## src/rtl/mem_arbiter_if.sv

```systemverilog
// Two-requester memory arbiter bus.
// Carries requester handshakes, read returns and the shared memory port.
interface mem_arbiter_if #(
   parameter int ADDR_W = 5,
   parameter int DATA_W = 8
);
   logic              req_a;
   logic              req_b;
   logic              we_a;
   logic              we_b;
   logic [ADDR_W-1:0] addr_a;
   logic [ADDR_W-1:0] addr_b;
   logic [DATA_W-1:0] wdata_a;
   logic [DATA_W-1:0] wdata_b;
   logic              gnt_a;
   logic              gnt_b;
   logic              rvalid_a;
   logic              rvalid_b;
   logic [DATA_W-1:0] rdata_a;
   logic [DATA_W-1:0] rdata_b;
   logic              read;
   logic              write;
   logic [ADDR_W-1:0] addr;
   logic [DATA_W-1:0] data_in;
   logic [DATA_W-1:0] data_out;

   modport slave (
      input  req_a, req_b, we_a, we_b,
      input  addr_a, addr_b, wdata_a, wdata_b,
      input  data_out,
      output gnt_a, gnt_b, rvalid_a, rvalid_b,
      output rdata_a, rdata_b,
      output read, write, addr, data_in
   );

   modport master (
      output req_a, req_b, we_a, we_b,
      output addr_a, addr_b, wdata_a, wdata_b,
      output data_out,
      input  gnt_a, gnt_b, rvalid_a, rvalid_b,
      input  rdata_a, rdata_b,
      input  read, write, addr, data_in
   );
endinterface

```

## src/rtl/mem_arbiter.sv

```systemverilog
// Round-robin arbiter sharing one synchronous memory between two requesters.
// Write: IDLE-ACCESS (2 cycles); read: IDLE-ACCESS-RDATA (3 cycles).
module mem_arbiter #(
   parameter int ADDR_W = 5,
   parameter int DATA_W = 8
) (
   input logic          clk,
   input logic          rst_,
   mem_arbiter_if.slave bus
);

   typedef enum logic [1:0] {
      IDLE,
      ACCESS,
      RDATA
   } state_e;

   state_e            state_q, state_d;
   logic              ptr_q, ptr_d;
   logic              own_q, own_d;
   logic              we_q, we_d;
   logic [ADDR_W-1:0] addr_q, addr_d;
   logic [DATA_W-1:0] wdata_q, wdata_d;
   logic              gnt_a_q, gnt_a_d;
   logic              gnt_b_q, gnt_b_d;
   logic              rv_a_q, rv_a_d;
   logic              rv_b_q, rv_b_d;
   logic [DATA_W-1:0] rdata_a_q, rdata_a_d;
   logic [DATA_W-1:0] rdata_b_q, rdata_b_d;
   logic              any_req;
   logic              win;

   // win: 0 = A, 1 = B; pointer only breaks ties
   assign any_req = bus.req_a | bus.req_b;
   assign win     = (bus.req_a & bus.req_b) ? ptr_q : bus.req_b;

   always_ff @(posedge clk or negedge rst_) begin
      if (!rst_) begin
         state_q   <= IDLE;
         ptr_q     <= 1'b0;
         own_q     <= 1'b0;
         we_q      <= 1'b0;
         addr_q    <= '0;
         wdata_q   <= '0;
         gnt_a_q   <= 1'b0;
         gnt_b_q   <= 1'b0;
         rv_a_q    <= 1'b0;
         rv_b_q    <= 1'b0;
         rdata_a_q <= '0;
         rdata_b_q <= '0;
      end else begin
         state_q   <= state_d;
         ptr_q     <= ptr_d;
         own_q     <= own_d;
         we_q      <= we_d;
         addr_q    <= addr_d;
         wdata_q   <= wdata_d;
         gnt_a_q   <= gnt_a_d;
         gnt_b_q   <= gnt_b_d;
         rv_a_q    <= rv_a_d;
         rv_b_q    <= rv_b_d;
         rdata_a_q <= rdata_a_d;
         rdata_b_q <= rdata_b_d;
      end
   end

   always_comb begin
      state_d   = state_q;
      ptr_d     = ptr_q;
      own_d     = own_q;
      we_d      = we_q;
      addr_d    = addr_q;
      wdata_d   = wdata_q;
      gnt_a_d   = 1'b0;
      gnt_b_d   = 1'b0;
      rv_a_d    = 1'b0;
      rv_b_d    = 1'b0;
      rdata_a_d = rdata_a_q;
      rdata_b_d = rdata_b_q;
      unique case (state_q)
         IDLE: begin
            if (any_req) begin
               own_d   = win;
               we_d    = win ? bus.we_b : bus.we_a;
               addr_d  = win ? bus.addr_b : bus.addr_a;
               wdata_d = win ? bus.wdata_b : bus.wdata_a;
               gnt_a_d = ~win;
               gnt_b_d = win;
               ptr_d   = ~win;
               state_d = ACCESS;
            end
         end
         ACCESS: begin
            state_d = we_q ? IDLE : RDATA;
         end
         RDATA: begin
            // memory registered data_out at the end of ACCESS
            if (own_q) begin
               rdata_b_d = bus.data_out;
               rv_b_d    = 1'b1;
            end else begin
               rdata_a_d = bus.data_out;
               rv_a_d    = 1'b1;
            end
            state_d = IDLE;
         end
         default: begin
            state_d = IDLE;
         end
      endcase
   end

   assign bus.gnt_a    = gnt_a_q;
   assign bus.gnt_b    = gnt_b_q;
   assign bus.rvalid_a = rv_a_q;
   assign bus.rvalid_b = rv_b_q;
   assign bus.rdata_a  = rdata_a_q;
   assign bus.rdata_b  = rdata_b_q;
   assign bus.read     = (state_q == ACCESS) & ~we_q;
   assign bus.write    = (state_q == ACCESS) & we_q;
   assign bus.addr     = addr_q;
   assign bus.data_in  = wdata_q;

endmodule

```

## src/flat_wrapper.sv

```systemverilog
// flat-port wrapper written by rule: the top's interface ports become plain ports
module mem_arbiter_flat 
#(
   parameter int ADDR_W = 5,
   parameter int DATA_W = 8
)
  (clk, rst_, bus_req_a, bus_req_b, bus_we_a, bus_we_b, bus_addr_a, bus_addr_b, bus_wdata_a, bus_wdata_b, bus_data_out, bus_gnt_a, bus_gnt_b, bus_rvalid_a, bus_rvalid_b, bus_rdata_a, bus_rdata_b, bus_read, bus_write, bus_addr, bus_data_in);
  mem_arbiter_if #(.ADDR_W(ADDR_W), .DATA_W(DATA_W)) bus_i ();
  input logic clk;
  input logic rst_;
  input wire logic [$bits(bus_i.req_a)-1:0] bus_req_a;
  input wire logic [$bits(bus_i.req_b)-1:0] bus_req_b;
  input wire logic [$bits(bus_i.we_a)-1:0] bus_we_a;
  input wire logic [$bits(bus_i.we_b)-1:0] bus_we_b;
  input wire logic [$bits(bus_i.addr_a)-1:0] bus_addr_a;
  input wire logic [$bits(bus_i.addr_b)-1:0] bus_addr_b;
  input wire logic [$bits(bus_i.wdata_a)-1:0] bus_wdata_a;
  input wire logic [$bits(bus_i.wdata_b)-1:0] bus_wdata_b;
  input wire logic [$bits(bus_i.data_out)-1:0] bus_data_out;
  output wire logic [$bits(bus_i.gnt_a)-1:0] bus_gnt_a;
  output wire logic [$bits(bus_i.gnt_b)-1:0] bus_gnt_b;
  output wire logic [$bits(bus_i.rvalid_a)-1:0] bus_rvalid_a;
  output wire logic [$bits(bus_i.rvalid_b)-1:0] bus_rvalid_b;
  output wire logic [$bits(bus_i.rdata_a)-1:0] bus_rdata_a;
  output wire logic [$bits(bus_i.rdata_b)-1:0] bus_rdata_b;
  output wire logic [$bits(bus_i.read)-1:0] bus_read;
  output wire logic [$bits(bus_i.write)-1:0] bus_write;
  output wire logic [$bits(bus_i.addr)-1:0] bus_addr;
  output wire logic [$bits(bus_i.data_in)-1:0] bus_data_in;
  assign bus_i.req_a = bus_req_a;
  assign bus_i.req_b = bus_req_b;
  assign bus_i.we_a = bus_we_a;
  assign bus_i.we_b = bus_we_b;
  assign bus_i.addr_a = bus_addr_a;
  assign bus_i.addr_b = bus_addr_b;
  assign bus_i.wdata_a = bus_wdata_a;
  assign bus_i.wdata_b = bus_wdata_b;
  assign bus_i.data_out = bus_data_out;
  assign bus_gnt_a = bus_i.gnt_a;
  assign bus_gnt_b = bus_i.gnt_b;
  assign bus_rvalid_a = bus_i.rvalid_a;
  assign bus_rvalid_b = bus_i.rvalid_b;
  assign bus_rdata_a = bus_i.rdata_a;
  assign bus_rdata_b = bus_i.rdata_b;
  assign bus_read = bus_i.read;
  assign bus_write = bus_i.write;
  assign bus_addr = bus_i.addr;
  assign bus_data_in = bus_i.data_in;
  mem_arbiter #(.ADDR_W(ADDR_W), .DATA_W(DATA_W)) u_core (.clk(clk), .rst_(rst_), .bus(bus_i));
endmodule
```

## config.mk

```make
export PLATFORM = sky130hd
export DESIGN_NAME = mem_arbiter_flat
export DESIGN_NICKNAME = d
export VERILOG_FILES = /design/src/rtl/mem_arbiter_if.sv /design/src/rtl/mem_arbiter.sv /design/src/flat_wrapper.sv
export SDC_FILE = /design/constraint.sdc
export NUM_CORES = 1
export LEC_CHECK = 0
export ABC_CLOCK_PERIOD_IN_PS = 3600
export CORE_AREA = 3 3 84 54
export CTS_BUF_LIST = sky130_fd_sc_hd__clkbuf_4
export CTS_CLUSTER_DIAMETER = 120
export DETAILED_ROUTE_END_ITERATION = 6
export DIE_AREA = 0 0 87 57
export PLACE_DENSITY = 0.83
export SLEW_MARGIN = 5
export SYNTH_ARGS = -nofsm -noshare
export SYNTH_HDL_FRONTEND = slang
export SYNTH_SLANG_ARGS = --single-unit
```

## constraint.sdc

```tcl
create_clock -name clk -period 3.6 [get_ports clk]
set_input_delay 0.36 -clock clk [delete_from_list [all_inputs] [get_ports clk]]
set_output_delay 0.36 -clock clk [all_outputs]
set_load 0.005 [all_outputs]
```

==> results of run 1 <==
flip-flops by register name, summed over array words and instances, names as in the netlist, 2 cells and up:
| register | count |
|---|---|
| u_core.bus.rdata_b | 8 |
| u_core.state_q | 2 |
| u_core.bus.data_in | 8 |
| u_core.bus.rdata_a | 8 |
| u_core.bus.addr | 5 |
worst max path at each step:
| stage | to | slack [ps] |
|---|---|---|
| 4_1_cts | bus_read | 1620 |
| 3_3_place_gp | u_core.bus.data_in[7]$_DFFE_PN0P_ | 1380 |
| 6_report | u_core.bus.addr[3]$_DFFE_PN0P_ | 1620 |
| 3_5_place_dp | u_core.bus.addr[3]$_DFFE_PN0P_ | 1290 |
| 2_1_floorplan | u_core.bus.addr[4]$_DFFE_PN0P_ | 2310 |
| 5_1_grt | u_core.bus.addr[1]$_DFFE_PN0P_ | 1530 |
cell type report:
class | instances | area [sq um]
Timing Repair Buffer | 75 | 743
Multi-Input combinational cell | 87 | 648
Tap cell | 47 | 58.8
Clock inverter | 2 | 8.76
Fill cell | 267 | 1250
Clock buffer | 6 | 45.0
Sequential cell | 38 | 951
Inverter | 3 | 13.8
metal layers:
layer / share of wire / wire [microns]
met2: 0.49 / 2080
met3: 0.048 / 203
met4: 0.010 / 44
met1: 0.45 / 1930
met5: 0 / 0
stage by stage:
step	setup slack, ps	utilization	instances	instance area (sq um)
6_report	1620	0.663	258	2470
5_1_grt	1530	0.663	258	2470
4_1_cts	1620	0.663	258	2470
3_5_place_dp	1290	0.649	250	2410
3_3_place_gp	1380	0.649	250	2410
2_1_floorplan	2310	-	139	1690
logic make-up after synthesis:
logic type,synth area share
compound gates,0.182
buf+inv,0.0547
flops,0.562
mux,0.107
simple gates,0.0947
layout by cell type, fill, tap and decap left out:
cell / count
o21ai_0: 14
and3_1: 1
nand2_4: 1
a21o_1: 1
nand3_1: 14
nand3b_2: 1
and3b_1: 1
nor2b_1: 1
inv_4: 1
or2_1: 1
buf_2: 1
a31oi_1: 6
dfrtp_1: 38
clkinv_1: 1
nor3b_1: 3
mux2_2: 5
buf_4: 1
clkdlybuf4s50_1: 73
inv_1: 2
mux2_1: 11
nor2_4: 1
a31oi_2: 9
clkinv_2: 1
nand2b_1: 1
clkbuf_4: 6
a21oi_1: 16
where the power goes:
group          switching (mW)  total, mW  internal, mW  leakage (nW)
registers               0.130      0.764         0.633         0.449
clock network           0.134      0.215        0.0810        0.0331
logic                   0.354      0.897         0.543         0.513
critical path: cells and delay by family:
kind | cells | cell delay, ps
AO/OA/AOI/OAI | 1 | 110
AND/OR/NAND/NOR | 2 | 650
buffers and inverters | 2 | 1050
==> out/qor.yml, run 1 <==
routing:
  wire_per_inst_microns: 16.5
  drt_wl_total_mm: 4.25
  vias: 1359
  postRouteAntennaNets: 0
  first_pass_iters: 4
  via_per_inst: 5.27
  drc: 0
  drt_iter0_drc: 109
pwr:
  power_density_nw_per_um2: 760
  ir_worst_vdd_uv: 340
  p_total_mw: 1.88
  p_leak_nw: 0.995
synth:
  async_reset_ff_frac: 1.00
  synthTopCellsByCount: "38 x dfrtp_1, 16 x a21oi_1, 14 x nand3_1, 14 x o21ai_0, 11 x mux2_1"
  synth_edf_count: 0
  synthesis.area_sq_um: 1690
  yosysSeqAreaShare: 0.562
  yosysTopAreaCell: "dfrtp_1"
  synth_cell_types: 24
  yosys_warnings: 0
  synthTopCellsByArea: "dfrtp_1 56%, mux2_1 7.3%, a31oi_2 6.7%"
  yosysMostFrequentCell: "dfrtp_1"
  syn_inst: 139
  ys_ff_latch: 38
  synth_top_area_frac: 0.562
  ys.flop_type: "dfrtp_1"
  synthesis.area_per_instance_sq_um: 12.2
  synth_nets: 179
timing:
  clock.fmax_mhz: 505
  period_needed_ps: 1980
  whs_ps: 109
  finalSetupViolCount: 0
  max_slew_margin: 0.444
  rsz0062_at_grt: "false"
  fin_skew_ps: 10.2
  tightest_slew_ps: 834
  period_share: 0.550
  finalHoldViolCount: 0
  drv_slew: 0
  tns_ps: 0
global_routing:
  use_met2: 0.279
  met1_usage: 0.248
  use_met3: 0.0375
  grt_pass1_vias: 1405
  grt_overflow: 0
  track_usage: 0.179
  grt_max_degree: 39
  antenna_found_initial: 0
  grt.busiest_layer: "met2"
  grt_pass1_wl_mm: 6.93
worst_setup_path:
  crit_fanout: 19
  reg2regPathDepth: 3
  rr_startpoint: "u_core.ptr_q$_DFFE_PN0P_"
  crit_path_max_incr_delay_ps: 860
  end_kind: "register"
  critPathRequiredTime_ps: 3810
  crit_start: "bus_req_b"
  path_class: "in2reg"
  path_cells: "clkdlybuf4s50_1, or2_1, nand2_4, inv_4, a31oi_1"
  worst_path_max_delay_cell: "clkdlybuf4s50_1"
  reg2reg_slack_ps: 2070
  r2r-end: "u_core.we_q$_DFFE_PN0P_"
  critical_path_arrival_ps: 2190
  start_kind: "input pin"
floorplanning:
  chipHeight_microns: 57
  start_util: 0.454
  die_area_sq_um: 4960
  core_region_area_sq_um: 3720
  num_rows: 17
  die_w_microns: 87
  ios: 75
worst_hold_path:
  min_path_type: "in2async"
placed_design:
  place.gp.congestion: 0.744
  io_buffers: 74
  hpwlAfterDp_mm: 3.28
layout:
  antennaDiodeCount: 0
  area_delta_synth_final_pct: 45.9
  drive_gt1_frac: 0.128
  nNetsFinal: 250
cts:
  clockBufferDepth: 2
  clk_latency_ps: 340
  cts_tree: "done"
  postCtsSetupBuffers: 0
  clkTransAtPathRegs_ps: 110
  numCtsBuffers: 5
  cts_resized: 0
  root_buffer: "clkbuf_4"
  ctsHoldBuffers: 0
  clkSinkCount: 38
  htreeDepth: 2
outcome:
  status: "completed"
run:
  drv_cap: 0
Note: power is estimated with default switching activity, not from simulation.
==> inputs of run 2 (changes only) <==
--- a/config.mk
+++ b/config.mk
@@ -5,13 +5,13 @@
 export SDC_FILE = /design/constraint.sdc
 export NUM_CORES = 1
 export LEC_CHECK = 0
-export ABC_CLOCK_PERIOD_IN_PS = 3600
-export CORE_AREA = 3 3 84 54
+export ABC_CLOCK_PERIOD_IN_PS = 1600
+export CORE_AREA = 3 3 90 58
 export CTS_BUF_LIST = sky130_fd_sc_hd__clkbuf_4
 export CTS_CLUSTER_DIAMETER = 120
 export DETAILED_ROUTE_END_ITERATION = 6
-export DIE_AREA = 0 0 87 57
-export PLACE_DENSITY = 0.83
+export DIE_AREA = 0 0 93 61
+export PLACE_DENSITY = 0.76
 export SLEW_MARGIN = 5
 export SYNTH_ARGS = -nofsm -noshare
 export SYNTH_HDL_FRONTEND = slang
==> constraint.sdc (replaced) <==
create_clock -name clk -period 1.6 [get_ports clk]
set_input_delay 0.16 -clock clk [delete_from_list [all_inputs] [get_ports clk]]
set_output_delay 0.16 -clock clk [all_outputs]
set_load 0.005 [all_outputs]
==> run 2 against run 1 <==
Combinational power grew 140%. Global-route usage shrank 2.5 points. Hold slack gained 280 ps. First-iteration DRC count shrank 28%. Sequential share of layout area shrank 1.9 points. Critical path type is now reg2reg. Largest cell class unchanged. Highest routed layer unchanged.
==> out/qor.yml, run 2 (same netlist as run 1, synthesis figures left out) <==
routing:
  via_per_inst: 4.92  # -6.7%
  postRouteAntennaNets: 0  # unchanged
  wire_per_inst_microns: 14.4  # -12%
  drt_iter0_drc: 78  # -28%
  first_pass_iters: 4  # unchanged
  vias: 1411  # +3.8%
  drt_wl_total_mm: 4.15  # -2.4%
  drc: 0  # unchanged
global_routing:
  met1_usage: 0.214  # -0.0341
  use_met2: 0.225  # -0.0537
  grt_overflow: 0  # unchanged
  grt.busiest_layer: "met2"
  grt_pass1_vias: 1368  # -2.6%
  grt_max_degree: 39  # unchanged
  track_usage: 0.154  # -0.0249
  antenna_found_initial: 0  # unchanged
  grt_pass1_wl_mm: 6.62  # -4.5%
  use_met3: 0.0570  # +0.0195
layout:
  final_cell_mix: "71 x clkdlybuf4s50_1, 36 x dfrtp_1, 16 x a21oi_1"
  nNetsFinal: 263  # +5.2%
  antennaDiodeCount: 0  # unchanged
  final_common_cell: "clkdlybuf4s50_1"
  area_delta_synth_final_pct: 53.8
  fin_area_sq_um: 2600  # +5.4%
  drive_gt1_frac: 0.183  # +0.0551
  stdcell_count: 287  # +11%
floorplanning:
  ios: 75  # unchanged
  start_util: 0.378  # -0.0760
  chipHeight_microns: 61  # +7.0%
  num_rows: 19  # +2
  die_w_microns: 93  # +6.9%
  core_region_area_sq_um: 4470  # +20%
  die_area_sq_um: 5670  # +14%
worst_setup_path:
  crit_fanout: 10  # -9
  critical_path_arrival_ps: 1720  # -470 ps
  start_kind: "register"
  critPathRequiredTime_ps: 1860  # -1950 ps
  cp_common_cell: "buf_4"
  path_class: "reg2reg"
  worst_path_max_delay_cell: "dfrtp_2"
  end_kind: "register"
  crit_path_max_incr_delay_ps: 410  # -450 ps
  path_cells: "buf_4, buf_4, nor2_4, buf_4, a21oi_1, a31oi_1"
timing:
  drv_slew: 0  # unchanged
  finalHoldViolCount: 0  # unchanged
  clock.fmax_mhz: 685
  fin_skew_ps: 7.63  # -2.61 ps
  period_needed_ps: 1460
  setup_ws_ps: 139  # -1480 ps
  tightest_slew_ps: 484  # -350 ps
  rsz0062_at_grt: "false"
  whs_ps: 391  # +282 ps
  tns_ps: 0  # unchanged
  max_slew_margin: 0.677  # +0.233
  finalSetupViolCount: 0  # unchanged
  period_share: 0.913
cts:
  htreeDepth: 2  # unchanged
  clkSinkCount: 38  # unchanged
  numCtsBuffers: 5  # unchanged
  root_buffer: "clkbuf_4"
  clockBufferDepth: 2  # unchanged
  clk_latency_ps: 330  # about the same
  clkTransAtPathRegs_ps: 110  # about the same
  cts_tree: "done"
worst_hold_path:
  min_path_type: "in2async"
pwr:
  power_density_nw_per_um2: 1660  # +120%
  ir_worst_vdd_uv: 874  # +160%
  p_leak_nw: 1.07  # +7.3%
outcome:
  status: "completed"
placed_design:
  hpwlAfterDp_mm: 3.06  # -6.8%
  dp_cells: 274  # +9.6%
  place.gp.congestion: 0.813  # +9.4%
  place_ws_ps: 68.9  # -1220 ps
  io_buffers: 74  # unchanged
  placed_area_sq_um: 2510  # +3.8%
run:
  drv_cap: 0  # unchanged
==> run 2: area by class of cell <==
cell class	instances	area, sq um
Fill cell	415	1870
Sequential cell	38	953
Timing Repair Buffer	88	853
Multi-Input combinational cell	87	648
Tap cell	63	78.8
Clock buffer	6	45.0
Inverter	3	13.8
Clock inverter	2	8.76
==> run 2: worst paths after layout <==
path,depth (start not counted),slack [ps],endpoint,start
worst max-delay path,6,140,u_core.bus.data_in[0]$_DFFE_PN0P_,u_core.state_q[1]$_DFFE_PN0P_
worst min-delay path,3,390,u_core.bus.data_in[5]$_DFFE_PN0P_,rst_
worst max register to register,6,140,u_core.bus.data_in[0]$_DFFE_PN0P_,u_core.state_q[1]$_DFFE_PN0P_
worst min register to register,1,490,u_core.bus.rdata_a[4]$_DFFE_PN0P_,u_core.bus.rdata_a[4]$_DFFE_PN0P_
max in group asynchronous,3,840,u_core.state_q[1]$_DFFE_PN0P_,rst_
min in group clk,3,390,u_core.bus.addr[2]$_DFFE_PN0P_,bus_addr_a[2]
==> run 2: worst max-delay path, delay by kind of cell, from the launching register on <==
family	cells	cell delay, ps
AOI/OAI and AO/OA	2	230
buffers and inverters	3	510
DFF	1	410
and+or+nand+nor	1	240
==> run 2: through the flow <==
stage | util | power [mW]
finish | 0.582 | 4.33
global route | 0.582 | 4.65
CTS | 0.582 | 4.39
detailed placement | 0.561 | 3.83
global placement | 0.561 | 3.78
floorplan | - | 2.64
==> run 2: power breakdown <==
group	internal (mW)	switching [mW]	leakage (nW)	total (mW)
clock	0.182	0.301	0.0331	0.483
sequential	1.43	0.246	0.447	1.68
combinational	1.32	0.852	0.588	2.17
total	2.93	1.40	1.07	4.33
==> run 2: repair_timing <==
action / 4_1_cts / 5_1_grt
resized for setup: 4 / 0
setup endpoints to repair: 2 / 0
setup buffers: 4 / 0
hold endpoints to repair: 38 / 0
hold buffers: 1 / 0
==> run 2: per-layer routing <==
| metal | routed length, microns | part of all wire | up-vias |
|---|---|---|---|
| li1 | - | - | 677 |
| met1 | 1940 | 0.47 | 677 |
| met2 | 1810 | 0.44 | 52 |
| met3 | 359 | 0.087 | 5 |
| met4 | 36 | 0.0087 | 0 |
| met5 | 0 | 0 | - |
